**src/rtl/fetch_pkg.sv**
```systemverilog
// Shared definitions for the instruction-fetch controller.
//   BootVectorDefault : default PC of the first fetch after reset
//   fetch_entry_t     : response buffer entry {inst, pc, fault}
//   fetch_state_e     : fetch FSM states
package fetch_pkg;

  localparam logic [31:0] BootVectorDefault = 32'h0000_0100;

  typedef struct packed {
    logic [31:0] inst;
    logic [31:0] pc;
    logic        fault;
  } fetch_entry_t;

  typedef enum logic [1:0] {
    StBoot,
    StFetch,
    StFlush
  } fetch_state_e;

endpackage

```
**src/rtl/fetch_buf.sv**
```systemverilog
// Two-entry synchronous FIFO with flush, used both as the response buffer and
// as the in-order request tag queue.
//   clk_i, rst_ni : clock, asynchronous active-low reset
//   flush_i       : empty the FIFO (wins over push/pop)
//   push_i/wdata_i: write an entry (ignored when full)
//   pop_i         : drop the head entry (ignored when empty)
//   rdata_o       : head entry
//   count_o       : number of stored entries (0..2)
module fetch_buf #(
  parameter int unsigned Width = 32
) (
  input  logic             clk_i,
  input  logic             rst_ni,
  input  logic             flush_i,
  input  logic             push_i,
  input  logic [Width-1:0] wdata_i,
  input  logic             pop_i,
  output logic [Width-1:0] rdata_o,
  output logic [1:0]       count_o
);

  logic [Width-1:0] mem_q [2];
  logic [Width-1:0] mem_d [2];
  logic             wr_ptr_q, wr_ptr_d;
  logic             rd_ptr_q, rd_ptr_d;
  logic [1:0]       count_q, count_d;
  logic             do_push, do_pop;

  assign do_push = push_i && (count_q != 2'd2);
  assign do_pop  = pop_i && (count_q != 2'd0);

  always_comb begin
    mem_d    = mem_q;
    wr_ptr_d = wr_ptr_q;
    rd_ptr_d = rd_ptr_q;
    count_d  = count_q;
    if (flush_i) begin
      wr_ptr_d = 1'b0;
      rd_ptr_d = 1'b0;
      count_d  = 2'd0;
    end else begin
      if (do_push) begin
        mem_d[wr_ptr_q] = wdata_i;
        wr_ptr_d        = ~wr_ptr_q;
      end
      if (do_pop) begin
        rd_ptr_d = ~rd_ptr_q;
      end
      count_d = count_q + {1'b0, do_push} - {1'b0, do_pop};
    end
  end

  always_ff @(posedge clk_i or negedge rst_ni) begin
    if (!rst_ni) begin
      mem_q[0] <= '0;
      mem_q[1] <= '0;
      wr_ptr_q <= 1'b0;
      rd_ptr_q <= 1'b0;
      count_q  <= 2'd0;
    end else begin
      mem_q    <= mem_d;
      wr_ptr_q <= wr_ptr_d;
      rd_ptr_q <= rd_ptr_d;
      count_q  <= count_d;
    end
  end

  assign rdata_o = mem_q[rd_ptr_q];
  assign count_o = count_q;

endmodule

```
**src/rtl/fetch_ctrl.sv**
```systemverilog
// Instruction-fetch controller: owns the fetch PC, issues in-order word reads
// with at most two credits (outstanding + buffered), buffers responses in a
// 2-entry FIFO and hands one opcode per cycle to decode. Branches discard all
// buffered and in-flight instructions.
//   clk_i, rst_i         : clock, asynchronous active-low reset
//   mem_rd_o/mem_pc_o    : read request and word address
//   mem_accept_i         : request accepted this cycle
//   mem_valid_i/inst/err : in-order read response
//   branch_i/branch_pc_i : redirect request and target
//   stall_i              : decode not ready
//   opcode_*_o           : head instruction, its PC, valid and fault flag
// Optional feature macro FETCH_FAULT_EN: store mem_error_i per entry and
// present it on opcode_fault_o (opcode_o forced to 0 for faulted entries).
module fetch_ctrl
  import fetch_pkg::*;
#(
  parameter logic [31:0] BOOT_VECTOR = BootVectorDefault
) (
  input  logic        clk_i,
  input  logic        rst_i,
  output logic        mem_rd_o,
  output logic [31:0] mem_pc_o,
  input  logic        mem_accept_i,
  input  logic        mem_valid_i,
  input  logic [31:0] mem_inst_i,
  input  logic        mem_error_i,
  input  logic        branch_i,
  input  logic [31:0] branch_pc_i,
  input  logic        stall_i,
  output logic [31:0] opcode_o,
  output logic [31:0] opcode_pc_o,
  output logic        opcode_valid_o,
  output logic        opcode_fault_o
);

`ifdef FETCH_FAULT_EN
  localparam int unsigned EntryW = 65;
`else
  localparam int unsigned EntryW = 64;
`endif

  fetch_state_e state_q, state_d;
  logic [31:0]  pc_q, pc_d;
  logic [1:0]   out_q, out_d;
  logic [1:0]   drop_q, drop_d;

  logic [1:0]        buf_count;
  logic [EntryW-1:0] buf_wdata, buf_rdata;
  logic [31:0]       tag_pc;
  logic [1:0]        tag_count;
  logic              acc, push, pop;
  logic [2:0]        credit_used;
  fetch_entry_t      head;

  assign credit_used = {1'b0, out_q} + {1'b0, buf_count};
  assign mem_rd_o    = (state_q == StFetch) && (credit_used < 3'd2) && !branch_i;
  assign mem_pc_o    = pc_q;
  assign acc         = mem_rd_o && mem_accept_i;

  always_comb begin
    state_d = state_q;
    pc_d    = pc_q;
    drop_d  = drop_q;
    push    = 1'b0;
    // Outstanding count after this cycle's accept and response, stale or not.
    out_d   = out_q + {1'b0, acc} - {1'b0, mem_valid_i};
    if (acc) begin
      pc_d = pc_q + 32'd4;
    end
    if (branch_i) begin
      // A response landing this cycle is already excluded from out_d.
      pc_d    = {branch_pc_i[31:2], 2'b00};
      drop_d  = out_d;
      state_d = (out_d != 2'd0) ? StFlush : StFetch;
    end else begin
      unique case (state_q)
        StBoot: state_d = StFetch;
        StFetch: push = mem_valid_i && (drop_q == 2'd0);
        StFlush: begin
          if (mem_valid_i && (drop_q != 2'd0)) begin
            drop_d = drop_q - 2'd1;
            if (drop_q == 2'd1) begin
              state_d = StFetch;
            end
          end
        end
        default: state_d = StBoot;
      endcase
    end
  end

  always_ff @(posedge clk_i or negedge rst_i) begin
    if (!rst_i) begin
      state_q <= StBoot;
      pc_q    <= BOOT_VECTOR;
      out_q   <= 2'd0;
      drop_q  <= 2'd0;
    end else begin
      state_q <= state_d;
      pc_q    <= pc_d;
      out_q   <= out_d;
      drop_q  <= drop_d;
    end
  end

  // Tag queue mirrors outstanding requests; every response pops one tag,
  // including discarded ones, so it never needs flushing on a branch.
  fetch_buf #(
    .Width (32)
  ) u_tag_q (
    .clk_i   (clk_i),
    .rst_ni  (rst_i),
    .flush_i (1'b0),
    .push_i  (acc),
    .wdata_i (pc_q),
    .pop_i   (mem_valid_i),
    .rdata_o (tag_pc),
    .count_o (tag_count)
  );

`ifdef FETCH_FAULT_EN
  assign buf_wdata = {(mem_error_i ? 32'd0 : mem_inst_i), tag_pc, mem_error_i};
  assign head      = buf_rdata;
`else
  logic unused_err;
  assign unused_err = mem_error_i;
  assign buf_wdata  = {mem_inst_i, tag_pc};
  assign head       = {buf_rdata, 1'b0};
`endif

  logic [1:0] unused_tag_count;
  assign unused_tag_count = tag_count;

  fetch_buf #(
    .Width (EntryW)
  ) u_resp_buf (
    .clk_i   (clk_i),
    .rst_ni  (rst_i),
    .flush_i (branch_i),
    .push_i  (push),
    .wdata_i (buf_wdata),
    .pop_i   (pop),
    .rdata_o (buf_rdata),
    .count_o (buf_count)
  );

  assign opcode_valid_o = (buf_count != 2'd0) && !branch_i;
  assign pop            = opcode_valid_o && !stall_i;
  assign opcode_o       = head.inst;
  assign opcode_pc_o    = head.pc;
  assign opcode_fault_o = head.fault;

endmodule

```
**config.mk**
```make
export PLATFORM = sky130hd
export DESIGN_NAME = fetch_ctrl
export DESIGN_NICKNAME = d
export VERILOG_FILES = /design/src/rtl/fetch_pkg.sv /design/src/rtl/fetch_buf.sv /design/src/rtl/fetch_ctrl.sv
export SDC_FILE = /design/constraint.sdc
export NUM_CORES = 1
export LEC_CHECK = 0
export CAP_MARGIN = 5
export CORE_ASPECT_RATIO = 0.75
export CORE_MARGIN = 5
export CORE_UTILIZATION = 45
export DETAILED_ROUTE_END_ITERATION = 10
export PLACE_DENSITY = 0.69
export RECOVER_POWER = 100
export SLEW_MARGIN = 10
export SYNTH_ARGS = -nofsm -noshare
export SYNTH_HDL_FRONTEND = slang
export SYNTH_SLANG_ARGS = --single-unit
```
**constraint.sdc**
```tcl
create_clock -name clk_i -period 3.9 [get_ports clk_i]
set_input_delay 0.39 -clock clk_i [delete_from_list [all_inputs] [get_ports clk_i]]
set_output_delay 0.39 -clock clk_i [all_outputs]
set_load 0.05 [all_outputs]
```
==> results of run 1 <==
## final timing paths
kind                       cells past startpoint                        startpoint                          endpoint  slack (ps)
hold / removal                                 5                          branch_i   u_resp_buf.wr_ptr_q$_DFFE_PN0P_         450
setup / recovery                               3   u_resp_buf.rd_ptr_q$_DFFE_PN0P_                       opcode_o[3]         610
setup reg to reg                               8   u_resp_buf.count_o[0]$_DFF_PN0_           mem_pc_o[9]$_DFFE_PN0P_         730
max in group asynchronous                      3                             rst_i  u_resp_buf.mem_q[12]$_DFFE_PN0P_        1160
min in group asynchronous                      2                             rst_i  u_resp_buf.mem_q[38]$_DFFE_PN0P_         530
hold reg to reg                                2  u_resp_buf.mem_q[22]$_DFFE_PN0P_  u_resp_buf.mem_q[22]$_DFFE_PN0P_         470
## power by group through the flow
stage / Combinational, W / Clock, W / Sequential, W
floorplan: 0.00280 / 0 / 0.00357
global placement: 0.00389 / 0 / 0.00364
detailed placement: 0.00394 / 0 / 0.00367
CTS: 0.00397 / 0.00223 / 0.00363
global route: 0.00391 / 0.00232 / 0.00372
finish: 0.00365 / 0.00217 / 0.00361
## cell families (layout without fill, tap and decap cells)
group / Yosys count / count (layout) / share of synthesized area
AOI/OAI and AO/OA: 122 / 122 / 0.0706
xor gates and xnor gates: 12 / 12 / 0.00997
adders and majority gates: 10 / 10 / 0.0126
buffers and inverters: 69 / 225 / 0.0346
DFF: 228 / 228 / 0.541
muxes: 221 / 221 / 0.243
other: 1 / 5 / 0.000356
and+or+nand+nor: 188 / 188 / 0.0880
## synth_stat cells (3+ instances only)
master,number
ha_1,9
nand3_1,18
a31oi_1,5
nand2_1,65
or3_1,4
o211ai_1,7
o21ai_0,39
and2_1,5
nand4_2,3
buf_2,15
nor4_1,3
clkbuf_1,25
o311ai_1,4
buf_6,6
nor2_1,49
mux2_4,30
a21oi_1,33
dfrtp_1,227
buf_4,11
nor2b_1,3
nand2b_1,3
nand4_1,12
nor3b_1,3
mux2_1,72
o21ai_1,11
inv_1,10
xor2_1,5
mux2i_1,34
nor3_1,3
a221o_1,7
mux2_2,85
xnor2_1,7
## metrics by stage
| step | total power [W] | area (um^2) | hold slack (ps) | worst slack, ps | utilization |
|---|---|---|---|---|---|
| 3_5_place_dp | 0.00761 | 12400 | 464 | 991 | 0.537 |
| 5_1_grt | 0.00995 | 12900 | 459 | 482 | 0.561 |
| 6_report | 0.00943 | 12900 | 451 | 609 | 0.561 |
| 3_3_place_gp | 0.00753 | 12400 | 455 | 1060 | 0.537 |
| 4_1_cts | 0.00983 | 13100 | 446 | 849 | 0.569 |
| 2_1_floorplan | 0.00637 | 10600 | 94.4 | 1080 | - |
## flip-flops by register name, indices dropped and copies added, names as in the netlist
name and cells:
u_tag_q.count_o 2, u_tag_q.mem_q 60, mem_pc_o 30, u_resp_buf.mem_q 124, u_resp_buf.count_o 2, u_resp_buf.rd_ptr_q 1, u_resp_buf.wr_ptr_q 1, state_q 2
out_q 2, drop_q 2, u_tag_q.wr_ptr_q 1, u_tag_q.rd_ptr_q 1
## layer usage
metal | wire length, um | GRT usage | vias to the layer above
li1 | - | - | 3319
met1 | 11700 | 0.267 | 3508
met2 | 10700 | 0.278 | 168
met3 | 1390 | 0.0410 | 21
met4 | 327 | 0.0331 | 0
met5 | 0 | 0 | -
## layout by cell type (no fill, tap or decap), types with 6 or more instances in the layout
cell type,netlist,layout
inv_1,10,11
clkbuf_8,0,6
nand3_1,18,18
mux2_1,72,102
xnor2_1,7,7
a221o_1,7,7
dfrtp_1,227,227
nor2_1,49,49
clkbuf_1,25,13
clkbuf_16,0,25
o21ai_0,39,48
clkdlybuf4s50_1,0,66
o211ai_1,7,7
mux2i_1,34,34
mux2_2,85,84
nand2_1,65,64
nand4_1,12,13
a21oi_1,33,34
ha_1,9,9
dlygate4sd3_1,0,94
## what timing repair did
item / in CTS / in global routing
gates resized for setup: 0 / 0
hold buffers: 1 / 0
endpoints found under the hold margin: 36 / 0
## area by class of cell
type                    instances  area (um^2)
clock buffers                  40          742
clock inverters                 1         5.00
fillers                      1977        10100
inverters                      11         41.3
multi-input cells             558         4350
flip-flops and latches        228         5710
well taps                     300          375
repair buffers                173         1710
## worst min-delay path, cell delays in order
cell and delay (ps):
buf_2 90, nor3b_1 60, o2111a_1 190, xnor2_1 160, nor2_1 40
==> flow_summary_export.csv, run 1 <==
group,metric,value,unit
outcome,status,"finished with violations",
outcome,violations,"max-capacitance violations, max-slew violations",
global_route,grt_pass1_vias,7223,
power,switching_share,0.384,
min_path,min_path_type,"primary input to flip-flop",
timing,fin_crit,3290,ps
placed_design,place.gp.congestion,0.762,
layout,diodes,0,
power,pwr-share-comb,0.387,
timing,clock_skew,18.1,ps
power,power_frac_seq,0.383,
floorplanning,coreArea,23100,um^2
timing,finalCritPeriodShare,0.844,
placed_design,io_buffer_count,161,
clock_network,path_clk_slew,60,ps
floorplanning,die-area,26600,um^2
worst_setup_path,cpPeakStageDelay,790,ps
worst_setup_path,cp_max_fo,52,
yosys,synth_top_cells_by_area,"dfrtp_1 54%, mux2_2 9.1%, mux2_1 7.7%",
clock_network,cts_max_level,1,
clock_network,clockBufferDepth,3,
clock_network,insertion_delay,520,ps
floorplanning,start_util,0.457,
yosys,yosys.area.top_type,"dfrtp_1",
job,cap_violations,4,
clock_network,root_buffer,"clkbuf_16",
clock_network,cts_setup_buffers,0,
detailed_routing,vias,7016,
yosys,synth_top_cell_area_share,0.539,
timing,rsz0062_at_grt,"no",
worst_setup_path,cp-start-kind,"flip-flop",
global_route,antenna_found_initial,0,
worst_setup_path,cp_data_arrival_time,2900,ps
floorplanning,chipHeight,143,um
power,max-vdd-ir-drop,379,uV
placed_design,hpwl,16000,um
yosys,synth-edff-count,0,
power,cellLeakagePower,5.98,nW
global_route,groute.usage.overall,0.181,
detailed_routing,routedWlPerCell,18.4,um
layout,area_delta_synth_final,22.7,%
floorplanning,rows,48,
timing,setup_tns,0,ps
detailed_routing,first_pass_iters,5,
worst_setup_path,critPathCaptureType,"output pin",
yosys,syn_inst,851,
power,p_per_area,729,nW/um^2
power,pwr-share-clk,0.230,
layout,stdcell_count,1311,
clock_network,numCtsBuffers,24,
global_route,grt_pass1_wl,39500,um
timing,worst_slew_pin_slew,1900,ps
power,p_int,0.00581,W
worst_setup_path,cp_num_buf_inv,2,
layout,drive_above_1_share,0.135,
detailed_routing,drt-total-wl,24100,um
yosys,synth.avg_cell_area,12.4,um^2
floorplanning,ios,170,
floorplanning,die_w,187,um
detailed_routing,drt_iter0_drc,403,
placed_design,dp.cells,1269,
yosys,yosysWarnings,0,
layout,final_nets,1077,
yosys,ys_types,62,
timing,drv_slew,269,
clock_network,cts_tree,"yes",
yosys,synth_area,10500,um^2
worst_setup_path,slowest_stage,"dfrtp_1",
timing,hold_violations,0,
detailed_routing,drc,0,
worst_setup_path,critical-path-top-delay-family,"buffers and inverters",
power,p_switching,0.00362,W
timing,slew_headroom,-0.267,
worst_setup_path,critPathKind,"flip-flop to output pin",
timing,setup_viol,0,
clock_network,cts_sinks,228,
timing,fmax,304,MHz
yosys,synth_seq_cells,228,
yosys,yosysSeqAreaShare,0.541,
yosys,synth-async-reset-ratio,1.00,
worst_setup_path,required,3510,ps
detailed_routing,detail_route.vias_per_cell,5.35,
global_route,grt_max_degree,112,
yosys,synthFlopType,"dfrtp_1",
detailed_routing,ant_nets,0,
worst_setup_path,path_cells,"buf_12 -> mux2_2 -> dlygate4sd3_1",
global_route,grt-ovfl-total,0,
Power figures use the tool's default switching activity.
==> run 2: changes to the inputs <==
--- a/config.mk
+++ b/config.mk
@@ -10,7 +10,7 @@
 export CORE_MARGIN = 5
 export CORE_UTILIZATION = 45
 export DETAILED_ROUTE_END_ITERATION = 10
-export PLACE_DENSITY = 0.69
+export PLACE_DENSITY = 0.72
 export RECOVER_POWER = 100
 export SLEW_MARGIN = 10
 export SYNTH_ARGS = -nofsm -noshare
==> constraint.sdc (replaced) <==
create_clock -name clk_i -period 3 [get_ports clk_i]
set_input_delay 0.3 -clock clk_i [delete_from_list [all_inputs] [get_ports clk_i]]
set_output_delay 0.3 -clock clk_i [all_outputs]
set_load 0.05 [all_outputs]
==> flow_summary_export.csv, run 2 (synthesized netlist as in run 1, its figures left out) <==
group,metric,value,unit
outcome,status,"finished with violations",
outcome,violations,"max-capacitance violations, max-slew violations",
clock_network,root_buffer,"clkbuf_16",
timing,hold_violations,0,
power,pwr-share-comb,0.387,
power,switching_share,0.381,
layout,largest-register,"u_resp_buf.mem_q",
worst_setup_path,r2r_start,"u_resp_buf.count_o[0]$_DFF_PN0_",
min_path,min_path_type,"primary input to flip-flop",
layout,final_cell_mix,"226 x dfrtp_1, 100 x mux2_1, 85 x mux2_2, 82 x dlygate4sd3_1, 77 x clkdlybuf4s50_1",
timing,rsz0062_at_grt,"no",
placed_design,dp_slack,186,ps
worst_setup_path,cp-start-kind,"flip-flop",
detailed_routing,first_pass_iters,4,
timing,layout_setup_ws,121,ps
detailed_routing,ant_nets,0,
floorplanning,rows,48,
worst_setup_path,cp-startpoint,"u_resp_buf.rd_ptr_q$_DFFE_PN0P_",
timing,setup_viol,0,
detailed_routing,routedWlPerCell,18.5,um
job,cap_violations,1,
min_path,hold_start,"branch_pc_i[24]",
timing,fin_crit,2880,ps
clock_network,numCtsBuffers,24,
worst_setup_path,critPathCaptureType,"output pin",
timing,finalCritPeriodShare,0.960,
layout,area_delta_synth_final,24.0,%
timing,slew_headroom,-0.452,
power,pwr-share-clk,0.241,
detailed_routing,drc,0,
timing,whs,382,ps
layout,drive_above_1_share,0.150,
worst_setup_path,reg2reg_depth,10,
floorplanning,ios,170,
clock_network,path_clk_slew,60,ps
timing,clock_skew,6.35,ps
worst_setup_path,r2r_setup_slack,180,ps
layout,layout_commonest_cell,"dfrtp_1",
min_path,holdPathStages,3,
power,p_int,0.00774,W
global_route,grt_pass1_wl,40300,um
clock_network,cts_setup_buffers,0,
detailed_routing,detail_route.vias_per_cell,5.39,
timing,drv_slew,97,
global_route,groute.usage.overall,0.183,
clock_network,cts_max_level,1,
clock_network,cts_sinks,228,
detailed_routing,drt_iter0_drc,442,
worst_setup_path,critPathKind,"flip-flop to output pin",
worst_setup_path,reg2reg_to,"u_tag_q.mem_q[45]$_DFFE_PN0P_",
floorplanning,die-area,26600,um^2
power,p_total,0.0125,W
global_route,grt_pass1_vias,7493,
power,power_frac_seq,0.372,
placed_design,io_buffer_count,161,
global_route,grt_max_degree,97,
floorplanning,chipHeight,143,um
layout,largest_reg_flops,124,
worst_setup_path,required,2700,ps
floorplanning,start_util,0.457,
power,cellLeakagePower,6.04,nW
clock_network,cts_tree,"yes",
layout,diodes,0,
clock_network,clockBufferDepth,3,
min_path,hold_end,"mem_pc_o[24]$_DFFE_PN0P_",
power,p_switching,0.00477,W
clock_network,insertion_delay,510,ps
floorplanning,coreArea,23100,um^2
worst_setup_path,cp_data_arrival_time,2580,ps
power,max-vdd-ir-drop,354,uV
placed_design,hpwl,16700,um
global_route,antenna_found_initial,0,
detailed_routing,drt-total-wl,24400,um
timing,setup_tns,0,ps
worst_setup_path,cp_max_fo,15,
timing,fmax,347,MHz
floorplanning,die_w,187,um
detailed_routing,vias,7100,
timing,worst_slew_pin_slew,2180,ps
power,p_per_area,957,nW/um^2
global_route,grt-ovfl-total,0,
layout,final_nets,1085,
placed_design,place.gp.congestion,0.763,
[run 2: changes by cell type in the layout (fill, tap and decap cells not counted), sizes merged]
cell	before	now
bufinv	0	3
clkbuf	46	43
buf	7	13
dlygate4sd3	94	82
clkdlybuf4s50	66	77
inv	11	12
clkinv	1	2
[run 2: stage by stage]
| step | std cells | instance area, um^2 | utilization |
|---|---|---|---|
| 2_1_floorplan | 855 | 10600 | - |
| 3_3_place_gp | 1277 | 12500 | 0.541 |
| 3_5_place_dp | 1277 | 12500 | 0.541 |
| 4_1_cts | 1318 | 13300 | 0.576 |
| 5_1_grt | 1318 | 13100 | 0.567 |
| 6_report | 1318 | 13100 | 0.567 |
[run 2: routing by layer]
layer,up-vias,part of all wire,GRT usage
met4,0,0.020,0.0408
met2,154,0.47,0.296
li1,3329,-,-
met1,3583,0.46,0.262
met3,34,0.052,0.0341
met5,-,0,0
[run 2: final cells by class]
class                   count  area (um^2)
clock buffers              34          679
clock inverters             6          109
fillers                  1985         9990
inverters                  11         41.3
repair buffers            181         1780
flip-flops and latches    228         5710
multi-input cells         558         4380
well taps                 300          375
[run 2: how the worst max path moves through the flow]
| stage | end | slack, ps | cells after the start |
|---|---|---|---|
| after floorplan | state_q[1]$_DFFE_PN0P_ | 180 | 14 |
| after global placement | state_q[0]$_DFFE_PN0P_ | 250 | 12 |
| after detailed placement | state_q[0]$_DFFE_PN0P_ | 190 | 12 |
| after CTS | opcode_pc_o[30] | 100 | 3 |
| after global routing | u_resp_buf.mem_q[57]$_DFFE_PN0P_ | 20 | 3 |
| final | opcode_pc_o[30] | 120 | 3 |
[run 2: what timing repair did]
| action | 4_1_cts | 5_1_grt |
|---|---|---|
| hold buffers | 1 | 0 |
| setup endpoints to repair | 0 | 2 |
| gates resized for setup | 0 | 1 |
| endpoints found under the hold margin | 91 | 0 |
[run 2: critical path, cell delays in order, from the launching register on]
cell             delay (ps)
dfrtp_2                 650
buf_4                   300
mux2_2                  350
clkdlybuf4s50_1         750
[run 2: power by group through the flow]
stage	sequential (W)	clock (W)	combinational [W]
CTS	0.00468	0.00308	0.00524
finish	0.00466	0.00301	0.00485
global placement	0.00466	0	0.00515
global route	0.00479	0.00321	0.00518
floorplan	0.00464	0	0.00364
detailed placement	0.00472	0	0.00522
==> run 3: changes to the inputs <==
--- a/config.mk
+++ b/config.mk
@@ -9,6 +9,7 @@
 export CORE_ASPECT_RATIO = 0.75
 export CORE_MARGIN = 5
 export CORE_UTILIZATION = 45
+export CTS_BUF_LIST = sky130_fd_sc_hd__clkbuf_8 sky130_fd_sc_hd__clkbuf_16
 export DETAILED_ROUTE_END_ITERATION = 10
 export PLACE_DENSITY = 0.72
 export RECOVER_POWER = 100
==> flow_summary_export.csv, run 3 (synthesized netlist as in run 1, its figures left out) <==
group,metric,value,unit
placed_design,io_buffer_count,161,
floorplanning,coreArea,23100,um^2
clock_network,clockBufferDepth,3,
layout,largest_reg_flops,124,
clock_network,insertion_delay,510,ps
layout,final_nets,1085,
job,cap_violations,1,
layout,stdcell_count,1318,
worst_setup_path,r2r_start,"u_resp_buf.count_o[0]$_DFF_PN0_",
worst_setup_path,cp-start-kind,"flip-flop",
clock_network,path_clk_slew,60,ps
power,pwr-share-clk,0.239,
global_route,grt_pass1_vias,7493,
worst_setup_path,critPathCaptureType,"output pin",
worst_setup_path,cp_data_arrival_time,2570,ps
layout,drive_above_1_share,0.150,
detailed_routing,drt-total-wl,24500,um
min_path,min_path_type,"primary input to flip-flop",
floorplanning,die-area,26600,um^2
detailed_routing,vias,7118,
clock_network,cts_tree,"yes",
layout,final_cell_mix,"226 x dfrtp_1, 100 x mux2_1, 85 x mux2_2, 82 x dlygate4sd3_1, 77 x clkdlybuf4s50_1",
timing,fmax,348,MHz
detailed_routing,routedWlPerCell,18.6,um
power,p_per_area,956,nW/um^2
worst_setup_path,r2r_setup_slack,170,ps
floorplanning,ios,170,
worst_setup_path,path_cells,"buf_4 -> mux2_2 -> clkdlybuf4s50_1",
power,pwr-share-comb,0.388,
clock_network,cts_setup_buffers,0,
worst_setup_path,cpPeakStageDelay,750,ps
floorplanning,die_w,187,um
power,p_switching,0.00478,W
power,cellLeakagePower,6.07,nW
floorplanning,rows,48,
floorplanning,chipHeight,143,um
outcome,violations,"max-capacitance violations, max-slew violations",
timing,slew_headroom,-0.479,
worst_setup_path,required,2700,ps
global_route,antenna_found_initial,0,
global_route,grt-ovfl-total,0,
timing,clock_skew,6.65,ps
timing,worst_slew_pin_slew,2220,ps
layout,largest-register,"u_resp_buf.mem_q",
detailed_routing,ant_nets,0,
outcome,status,"finished with violations",
timing,finalCritPeriodShare,0.958,
timing,hold_violations,0,
placed_design,dp.cells,1277,
timing,fin_crit,2870,ps
timing,setup_tns,0,ps
clock_network,cts_sinks,228,
clock_network,cts_max_level,1,
global_route,grt_pass1_wl,40300,um
timing,rsz0062_at_grt,"no",
placed_design,place.gp.congestion,0.763,
detailed_routing,detail_route.vias_per_cell,5.40,
worst_setup_path,cp_max_fo,15,
worst_setup_path,reg2reg_depth,10,
worst_setup_path,slowest_stage,"clkdlybuf4s50_1",
power,power_frac_seq,0.373,
layout,diodes,0,
detailed_routing,first_pass_iters,5,
min_path,hold_start,"branch_pc_i[24]",
detailed_routing,drc,0,
min_path,hold_end,"mem_pc_o[24]$_DFFE_PN0P_",
layout,fillers,1985,
min_path,holdPathStages,3,
worst_setup_path,critical-path-top-delay-family,"buffers and inverters",
timing,drv_slew,97,
power,max-vdd-ir-drop,355,uV
worst_setup_path,cp_num_buf_inv,2,
power,p_total,0.0125,W
power,p_int,0.00772,W
detailed_routing,drt_iter0_drc,440,
layout,area_delta_synth_final,24.0,%
layout,layout_commonest_cell,"dfrtp_1",
timing,setup_viol,0,
clock_network,root_buffer,"clkbuf_16",
global_route,groute.usage.overall,0.183,
power,switching_share,0.383,
clock_network,numCtsBuffers,24,
floorplanning,start_util,0.457,
placed_design,hpwl,16700,um
worst_setup_path,critPathKind,"flip-flop to output pin",
worst_setup_path,reg2reg_to,"u_tag_q.mem_q[45]$_DFFE_PN0P_",
global_route,grt_max_degree,97,
-- run 3: cell count changes in the layout (fill, tap and decap cells not counted) --
cell / before / now
inv_1: 10 / 17
clkbuf_1: 10 / 3
-- run 3: final cells by class --
type,count,area (um^2),share of cell area
well taps,300,375,0.0287
inverters,11,41.3,0.00316
flip-flops and latches,228,5710,0.437
clock buffers,27,653,0.0500
multi-input cells,558,4380,0.335
repair buffers,181,1780,0.136
clock inverters,13,135,0.0103
-- run 3: what timing repair did --
item                                   CTS  global route
hold buffers                             1             0
endpoints found under the hold margin   91             0
resized for setup                        0             1
setup endpoints to repair                0             2
-- run 3: worst max path at each step --
stage / start / to / slack [ps] / cells past startpoint
6_report: u_resp_buf.rd_ptr_q$_DFFE_PN0P_ / opcode_pc_o[30] / 130 / 3
5_1_grt: rst_i / u_resp_buf.mem_q[57]$_DFFE_PN0P_ / 20 / 3
4_1_cts: u_resp_buf.rd_ptr_q$_DFFE_PN0P_ / opcode_pc_o[30] / 100 / 3
3_5_place_dp: u_resp_buf.count_o[0]$_DFF_PN0_ / state_q[0]$_DFFE_PN0P_ / 190 / 12
3_3_place_gp: u_resp_buf.count_o[0]$_DFF_PN0_ / state_q[0]$_DFFE_PN0P_ / 250 / 12
2_1_floorplan: u_resp_buf.count_o[0]$_DFF_PN0_ / state_q[1]$_DFFE_PN0P_ / 180 / 14
-- run 3: worst min-delay path: cells and delay by family --
family | cells | cell delay (ps)
buffers and inverters | 1 | 420
and+or+nand+nor | 2 | 130
-- run 3: routing by layer --
metal / global-route usage / wire length (um)
met5: 0 / 0
met4: 0.0408 / 511
met3: 0.0341 / 1200
met2: 0.296 / 11300
met1: 0.262 / 11400
-- run 3: stage by stage --
| step | cell area [um^2] | hold slack, ps | util | worst slack, ps |
|---|---|---|---|---|
| after floorplan | 10600 | 4.41 | - | 185 |
| after global placement | 12500 | 384 | 0.541 | 255 |
| after detailed placement | 12500 | 388 | 0.541 | 186 |
| after CTS | 13300 | 365 | 0.576 | 96.1 |
| after global routing | 13100 | 376 | 0.567 | 18.5 |
| final | 13100 | 385 | 0.567 | 126 |
-- run 3: power by group through the flow --
| stage | Sequential, W | Clock (W) | Combinational, W |
|---|---|---|---|
| 2_1_floorplan | 0.00464 | 0 | 0.00364 |
| 3_3_place_gp | 0.00466 | 0 | 0.00515 |
| 3_5_place_dp | 0.00472 | 0 | 0.00522 |
| 4_1_cts | 0.00468 | 0.00306 | 0.00524 |
| 5_1_grt | 0.00479 | 0.00319 | 0.00518 |
| 6_report | 0.00466 | 0.00299 | 0.00485 |
